<file path="config.mk">
export PLATFORM = sky130hd
export DESIGN_NAME = pattern_history_table
export DESIGN_NICKNAME = d
export VERILOG_FILES = /design/src/rtl/bp_pkg.sv /design/src/rtl/pht_ram.sv /design/src/rtl/pattern_history_table.sv
export SDC_FILE = /design/constraint.sdc
export NUM_CORES = 1
export LEC_CHECK = 0
export ABC_AREA = 1
export CORE_ASPECT_RATIO = 0.7
export CORE_UTILIZATION = 41
export DETAILED_ROUTE_END_ITERATION = 8
export GPL_ROUTABILITY_DRIVEN = 0
export RECOVER_POWER = 25
export SKIP_CTS_REPAIR_TIMING = 1
export SYNTH_ARGS = -nofsm -noshare
export SYNTH_HDL_FRONTEND = slang
export SYNTH_SLANG_ARGS = --single-unit
</file>
<file path="constraint.sdc">
create_clock -name clk -period 10.42 [get_ports clk]
set_input_delay 1.042 -clock clk [delete_from_list [all_inputs] [get_ports clk]]
set_output_delay 1.042 -clock clk [all_outputs]
set_load 0.05 [all_outputs]
</file>
<file path="src/rtl/bp_pkg.sv">
// Shared branch-predictor types: 2-bit saturating counter type, its constants,
// the update function, the PHT FSM states and the index width used by gshare.
package bp_pkg;

    localparam int BP_G_WIDTH = 7;

    typedef logic [1:0] pht_ctr_t;

    localparam pht_ctr_t CTR_SNT = 2'b00;
    localparam pht_ctr_t CTR_WNT = 2'b01;
    localparam pht_ctr_t CTR_STK = 2'b11;

    typedef enum logic {
        PHT_INIT,
        PHT_READY
    } pht_state_t;

    // Saturates at both ends instead of wrapping.
    function automatic pht_ctr_t sat_update(pht_ctr_t c, logic taken);
        pht_ctr_t r;
        if (taken) begin
            r = (c == CTR_STK) ? CTR_STK : pht_ctr_t'(c + 2'd1);
        end else begin
            r = (c == CTR_SNT) ? CTR_SNT : pht_ctr_t'(c - 2'd1);
        end
        return r;
    endfunction

endpackage

</file>
<file path="src/rtl/pht_ram.sv">
// Counter storage for the pattern history table: one write port and two
// synchronous read ports (lookup and update read-modify-write).
module pht_ram
    import bp_pkg::*;
#(
    parameter int AW = 8
) (
    input  logic          clk,
    input  logic          we,
    input  logic [AW-1:0] waddr,
    input  pht_ctr_t      wdata,
    input  logic [AW-1:0] raddr_a,
    output pht_ctr_t      rdata_a,
    input  logic [AW-1:0] raddr_b,
    output pht_ctr_t      rdata_b
);

    pht_ctr_t mem [2**AW];

    // Reads return the value from before a same-edge write; the parent bypasses.
    always_ff @(posedge clk) begin
        if (we) begin
            mem[waddr] <= wdata;
        end
        rdata_a <= mem[raddr_a];
        rdata_b <= mem[raddr_b];
    end

endmodule

</file>
<file path="src/rtl/pattern_history_table.sv">
// gshare pattern history table: initialisation sweep FSM, one-cycle lookup and a
// two-stage read-modify-write update pipeline with forwarding and lookup bypass.
module pattern_history_table
    import bp_pkg::*;
#(
    parameter int G_WIDTH = BP_G_WIDTH
) (
    input  logic             clk,
    input  logic             reset_n,
    input  logic             pred_valid,
    input  logic [G_WIDTH:0] pred_index,
    output logic             pred_ready,
    output logic             pred_out_valid,
    output logic             pred_taken,
    output logic [1:0]       pred_counter,
    input  logic             upd_valid,
    input  logic [G_WIDTH:0] upd_index,
    input  logic             upd_taken,
    output logic             upd_ready,
    output logic             init_done
);

    localparam int IW = G_WIDTH + 1;

    pht_state_t       state;
    pht_state_t       next_state;
    logic [G_WIDTH:0] sweep_ptr;

    logic             pred_accept;
    logic             upd_accept;

    logic             u2_valid;
    logic [G_WIDTH:0] u2_index;
    logic             u2_taken;
    logic             u2_fwd;
    pht_ctr_t         u2_fwd_ctr;
    pht_ctr_t         u2_ctr;
    pht_ctr_t         u2_new;

    logic             pred_byp;
    pht_ctr_t         pred_byp_ctr;

    pht_ctr_t         rd_pred;
    pht_ctr_t         rd_upd;
    logic             ram_we;
    logic [G_WIDTH:0] ram_waddr;
    pht_ctr_t         ram_wdata;

    always_ff @(posedge clk or negedge reset_n) begin
        if (!reset_n) begin
            state <= PHT_INIT;
        end else begin
            state <= next_state;
        end
    end

    always_comb begin
        next_state = state;
        pred_ready = 1'b0;
        upd_ready  = 1'b0;
        init_done  = 1'b0;
        case (state)
            PHT_INIT: begin
                if (&sweep_ptr) begin
                    next_state = PHT_READY;
                end
            end
            PHT_READY: begin
                pred_ready = 1'b1;
                upd_ready  = 1'b1;
                init_done  = 1'b1;
            end
            default: next_state = PHT_INIT;
        endcase
    end

    always_ff @(posedge clk or negedge reset_n) begin
        if (!reset_n) begin
            sweep_ptr <= '0;
        end else if (state == PHT_INIT) begin
            sweep_ptr <= sweep_ptr + IW'(1);
        end
    end

    assign pred_accept = pred_valid & pred_ready;
    assign upd_accept  = upd_valid & upd_ready;

    // U1 -> U2 registers; forwarding captures the value U2 writes on the same edge U1 reads.
    always_ff @(posedge clk or negedge reset_n) begin
        if (!reset_n) begin
            u2_valid   <= 1'b0;
            u2_index   <= '0;
            u2_taken   <= 1'b0;
            u2_fwd     <= 1'b0;
            u2_fwd_ctr <= CTR_SNT;
        end else begin
            u2_valid   <= upd_accept;
            u2_index   <= upd_index;
            u2_taken   <= upd_taken;
            u2_fwd     <= u2_valid && (u2_index == upd_index);
            u2_fwd_ctr <= u2_new;
        end
    end

    always_ff @(posedge clk or negedge reset_n) begin
        if (!reset_n) begin
            pred_out_valid <= 1'b0;
            pred_byp       <= 1'b0;
            pred_byp_ctr   <= CTR_SNT;
        end else begin
            pred_out_valid <= pred_accept;
            pred_byp       <= u2_valid && (u2_index == pred_index);
            pred_byp_ctr   <= u2_new;
        end
    end

    always_comb begin
        u2_ctr       = u2_fwd ? u2_fwd_ctr : rd_upd;
        u2_new       = sat_update(u2_ctr, u2_taken);
        pred_counter = CTR_SNT;
        if (pred_out_valid) begin
            pred_counter = pred_byp ? pred_byp_ctr : rd_pred;
        end
        pred_taken = pred_counter[1];
    end

    // Sweep owns the write port during INIT; afterwards U2 does.
    always_comb begin
        ram_we    = 1'b0;
        ram_waddr = u2_index;
        ram_wdata = u2_new;
        if (state == PHT_INIT) begin
            ram_we    = 1'b1;
            ram_waddr = sweep_ptr;
            ram_wdata = CTR_WNT;
        end else if (u2_valid) begin
            ram_we = 1'b1;
        end
    end

    pht_ram #(
        .AW(IW)
    ) u_ram (
        .clk    (clk),
        .we     (ram_we),
        .waddr  (ram_waddr),
        .wdata  (ram_wdata),
        .raddr_a(pred_index),
        .rdata_a(rd_pred),
        .raddr_b(upd_index),
        .rdata_b(rd_upd)
    );

endmodule

</file>
# Word level (Yosys, flattened, before mapping)
# Memory sizes are Yosys's and may differ from the RTL's. A register that Yosys moved wholly into a read port is not among the register bits.
# Cells that the tools add are included.
[totals]
register_bits = 24
mem_bits_rw = 512
out_inout_bits = 7
elab_cells = 37
n_memories = 1
[mem_list]
columns = ["memory", "depth", "word_bits", "rd", "rd_clocked_by_memory_dff", "wr", "line_no", "text"]
rows = [
  ["u_ram.mem", 256, 2, 2, 2, 1, "pht_ram.sv:18", "pht_ctr_t mem [2**AW];"],
]
[classes]
add_sub_neg = 3
n_eq_ne = 3
mux = 15
n_bitwise = 2
reduce_logical = 4
[ops]
columns = ["cell", "n"]
rows = [
  ["8-bit == test", 2],
  ["2-bit 2-to-1 mux", 7],
  ["8-bit by 1-bit adder with 8-bit output, second input constant", 1],
  ["8-bit 2-to-1 mux", 1],
  ["8-bit AND reduction", 1],
  ["1-bit 2-to-1 mux", 7],
  ["2-bit by 1-bit adder with 2-bit output, second input constant", 1],
  ["1-bit AND", 2],
  ["2-bit == test, second input constant", 1],
  ["1-bit logical AND", 2],
  ["2-bit zero test", 1],
  ["2-bit by 1-bit subtractor with 2-bit output, second input constant", 1],
]

# Depth between registers and ports, before layout
[logic_depth]
depth_word = 5
depth_mapped = 14
ltp_nobuf = 11

# Modules after synthesis
# A second synthesis with hierarchy kept.
[hier_totals]
cells_unflattened = 3394
hier_area_um2 = 28842.7
[by_module_without_submodules]
columns = ["module", "instances", "cells_per_inst", "area_per_inst_um2", "seq_area_each_um2"]
rows = [
  ["pht_ram", 1, 3212, 27503.9, 15454.8],
  ["pattern_history_table", 1, 182, 1338.8, 600.6],
]

# Worst setup path after synthesis
# OpenSTA, ideal clock, no wires.
[synth_path]
path_type = "register -> register"
start = "register state"
end = "memory u_ram.mem[0][1] (netlist bit) (data pin)"
arrival_time_ns = 7.804
t_required_ns = 8.840
setup_slack_ns = 1.037
stages_incl_launch_ff = 4
n_path_buf = 1
path_cell_list = "dfrtp_1 > buf_6 > inv_2 > a21oi_1"
[synth_via]
elab_chain_cells = 1
[synth_lines]
columns = ["item", "line_no", "text"]
rows = [
  ["from (decl)", "pattern_history_table.sv:25", "pht_state_t state;"],
  ["from (signal assigned)", "pattern_history_table.sv:53", "state <= next_state;"],
  ["2-bit 2-to-1 mux", "pattern_history_table.sv:132", "if (state == PHT_INIT) begin"],
  ["named net ram_wdata[1]", "pattern_history_table.sv:47", "pht_ctr_t ram_wdata;"],
  ["to (decl)", "pht_ram.sv:18", ""],
]
# The timed path passes the listed nets, and every way through them passes these cells.

==> results by group <==
Synth
  • Largest area contributor in the netlist: edfxtp_1
  • Post-synth net total: around 3,400
  • FFs w/ async S/R, synth: 4.44%
  • Largest family of logic cells by synthesized area: simple AND/OR/NAND/NOR gates
  • Register area share after synthesis: around 57%
  • Synth unique cells: 37
  • Top FF cell, synth: edfxtp_1
  • Mapped Avg Cell Area: ~8.5 um2
  • Post-Syn Area: ~28,000 um2
  • Cells after Synth: 3,339
  • Synth Area in Simple Gates: between 30% and 40%
  • Synthesis Warnings: 0
  • Number of synthesized register bits: 540
  • Complex-gate fraction of the synthesized area: less than 1%
  • EDFF count, synth: about 510
  • Area share of the leading cell type in the synthesized netlist: 54.2%
  • Post-Synth Adder-Cell Area: 0.0441%
  • XOR/XNOR share of the synthesized area: less than 1%
  • Cells taking the most area after synthesis: edfxtp_1 54%, nand3_1 17%, nand2_1 15%, nor2_1 3.8%, buf_2 2.3%
  • Multiplexer share of the synthesized area: 0%

STA
  • Fmax: approximately 0.16 GHz
  • Min Hold Slack: between 500 and 600 ps
  • Minimum clock period: ~6400 ps
  • Clock Skew: between 10 and 15 ps
  • Hold Fails Final Rpt: 0
  • Max-slew violations: ~350
  • Worst rel slew slack: -249%
  • Count of final setup violators: 0
  • Crit share post-route: between 60% and 70%
  • RSZ-0062 raised after global routing: false
  • Setup TNS: 0 ps
  • Slew of the pin with the lowest slew margin: 5240 ps

Floorplan
  • Num ports: 28
  • Core ar.: 68,300 um2
  • Die height: roughly 220 um
  • Row count: 80
  • Width of the die: 316 um
  • Die ar.: ~70,000 um2
  • Initial Util: 41.6%

CTS
  • Clock slew at reported path FFs: ~60 ps
  • H-tree depth: 2
  • Clock sink count: 540
  • Clock root cell: clkbuf_16
  • CTS tree: built
  • Clock buffer depth: 3
  • Clk Latency, worst-skew pair: 610 ps
  • Num CTS Buffers: 53

Finish
  • Ant diodes: 0
  • Final core occ: 44.7%
  • Commonest non-fill, non-tap cell in the layout: nand2_1
  • Area grow syn2layout: 7.41%
  • Share of cells above drive strength 1: under 10%
  • Nets: around 3,200
  • Most frequent cells in the layout: 1,142 x nand2_1, 990 x nand3_1, 512 x edfxtp_1
  • Final Cell Area: around 30,000 um2

Global route
  • Number of global-route vias before repair: approximately 23,000
  • Gr ovfl total: 0
  • Largest net degree at the start of global routing: roughly 220
  • Initial antenna violation count: 2
  • First-pass GRT wire length: around 150,000 um
  • Global Route Usage Sum: 27.9%

Power
  • Switching Share: around a quarter
  • Pleak: around 11 nW
  • Gate power share: under 10%
  • Sequential power share: about half
  • Clock power frac: about two fifths
  • Total power: 4.77 mW
  • Pwr dens: 156 nW/um2
  • Maximum vdd drop: ~0.00013 V
  • Cell Int Power: around 3.6 mW
  • P_sw: between 1 and 1.5 mW

Placement
  • HPWL Detailed: between 50,000 and 60,000 um
  • Port bufs: 27
  • Post-DP Area: between 20,000 and 30,000 um2

Worst setup path
  • CP max FO: 100
  • Critical Path AT: between 6000 and 7000 ps
  • Critical Path Sink: u_ram.rdata_b[0]
  • Critical Path Start: upd_index[0]
  • CP Launch Type: input port
  • RR Endpoint: u_ram.mem[86][0]
  • R2R cell count: 3
  • Setup CP Type: in -> reg
  • CP Capture Type: flip-flop
  • Worst R2R Setup Slack: between 4000 and 5000 ps
  • Worst Path Required: approximately 11,000 ps
  • FF-to-FF Start: state

Route
  • Routed Antenna Nets: 0
  • Drc violations: 0
  • Via Count: around 25,000
  • Drt wl/cell: 24.0 um
  • DR iter-0 viols: about 4,100
  • TritonRoute pass-1 iters: 6
  • DR vias/cell: between 5 and 6
  • WL final: approximately 100,000 um

Status
  • Failing checks: capacitance limit, slew limit
  • Status: complete, but fails checks

Flow run
  • Max-Cap Viols: 7

Worst hold path
  • Worst hold-check path type: reg -> reg
## metal layers
| metal | GRT usage (%) | up-vias | wire, um |
|---|---|---|---|
| met5 | 0 | - | 23 |
| met4 | 7.77 | 4 | 2760 |
| met3 | 10.5 | 202 | 14300 |
| met2 | 37.9 | 1555 | 39900 |
| met1 | 40.8 | 11700 | 42300 |
| li1 | - | 11100 | - |
## state kept, by name (all words and copies together), names as in the netlist
register	count
pred_byp	1
pred_byp_ctr	2
pred_out_valid	1
state	1
sweep_ptr	8
u2_fwd	1
u2_index	8
u2_taken	1
u2_valid	1
u_ram.mem	512
u_ram.rdata_a	2
u_ram.rdata_b	2
## cell type report
type,instances,area (um2)
Clock buffer,67,1410
Clock inverter,26,322
Fill cell,6680,37800
Inverter,60,249
Multi-Input combinational cell,2482,10700
Sequential cell,540,16100
Tap cell,902,1130
Timing Repair Buffer,69,577
## power groups by stage
stage                     clock network [mW]  logic [mW]  registers [mW]
after floorplan                            0       0.268            2.39
after global placement                     0       0.402            2.40
after detailed placement                   0       0.402            2.40
after CTS                               2.01       0.403            2.35
after global routing                    2.09       0.451            2.35
final                                   2.00       0.422            2.35
## per-stage QoR
step                      setup slack (ps)  std cells
after global placement                5530       4053
after detailed placement              5450       4053
after global routing                  3700       4146
final                                 3990       4146
after CTS                             6100       4146
after floorplan                       1040       3339
## synth_stat cells, types with 2 or more instances
| master | instances |
|---|---|
| or2_1 | 2 |
| nor2_1 | 288 |
| a221oi_1 | 3 |
| nor4_1 | 2 |
| buf_4 | 7 |
| dfxtp_1 | 4 |
| buf_1 | 44 |
| nand2_2 | 6 |
| a21oi_1 | 5 |
| xnor2_1 | 4 |
| xor2_1 | 8 |
| nand3_1 | 989 |
| a21oi_2 | 2 |
| o21ai_0 | 8 |
| clkinv_1 | 3 |
| nor2_2 | 7 |
| buf_2 | 129 |
| o22ai_1 | 5 |
| inv_1 | 48 |
| nand2_1 | 1133 |
| o21ai_4 | 2 |
| edfxtp_1 | 512 |
| inv_4 | 2 |
| clkbuf_1 | 69 |
| inv_2 | 7 |
| buf_6 | 8 |
| nor2_4 | 4 |
| nand2_4 | 6 |
| dfrtp_1 | 24 |
## critical path, stage by stage
cell,delay [ps]
clkbuf_8,520
clkbuf_1,2710
buf_4,1080
nand2_1,150
nand3_1,130
nand3_1,90
nand3_1,330
nand3_1,210
nand2_1,180
nand2_1,80
nand3_1,90
nand3_1,90
nand2_1,70
## worst min path at each step
stage                             from      endpoint  slack (ps)  depth (start not counted)
after floorplan           sweep_ptr[2]  sweep_ptr[2]         470                          2
after global placement    sweep_ptr[2]  sweep_ptr[2]         480                          2
after detailed placement  sweep_ptr[2]  sweep_ptr[2]         490                          2
after CTS                 sweep_ptr[2]  sweep_ptr[2]         500                          2
after global routing      sweep_ptr[2]  sweep_ptr[2]         540                          2
final                     sweep_ptr[2]  sweep_ptr[2]         500                          2
## kinds of logic after synthesis
family	after synthesis
buf+inv	317
simple gates	2441
xor+xnor	12
flops	540
fa+ha+maj	1
compound gates	28
Note: power is estimated with default switching activity, not from simulation.
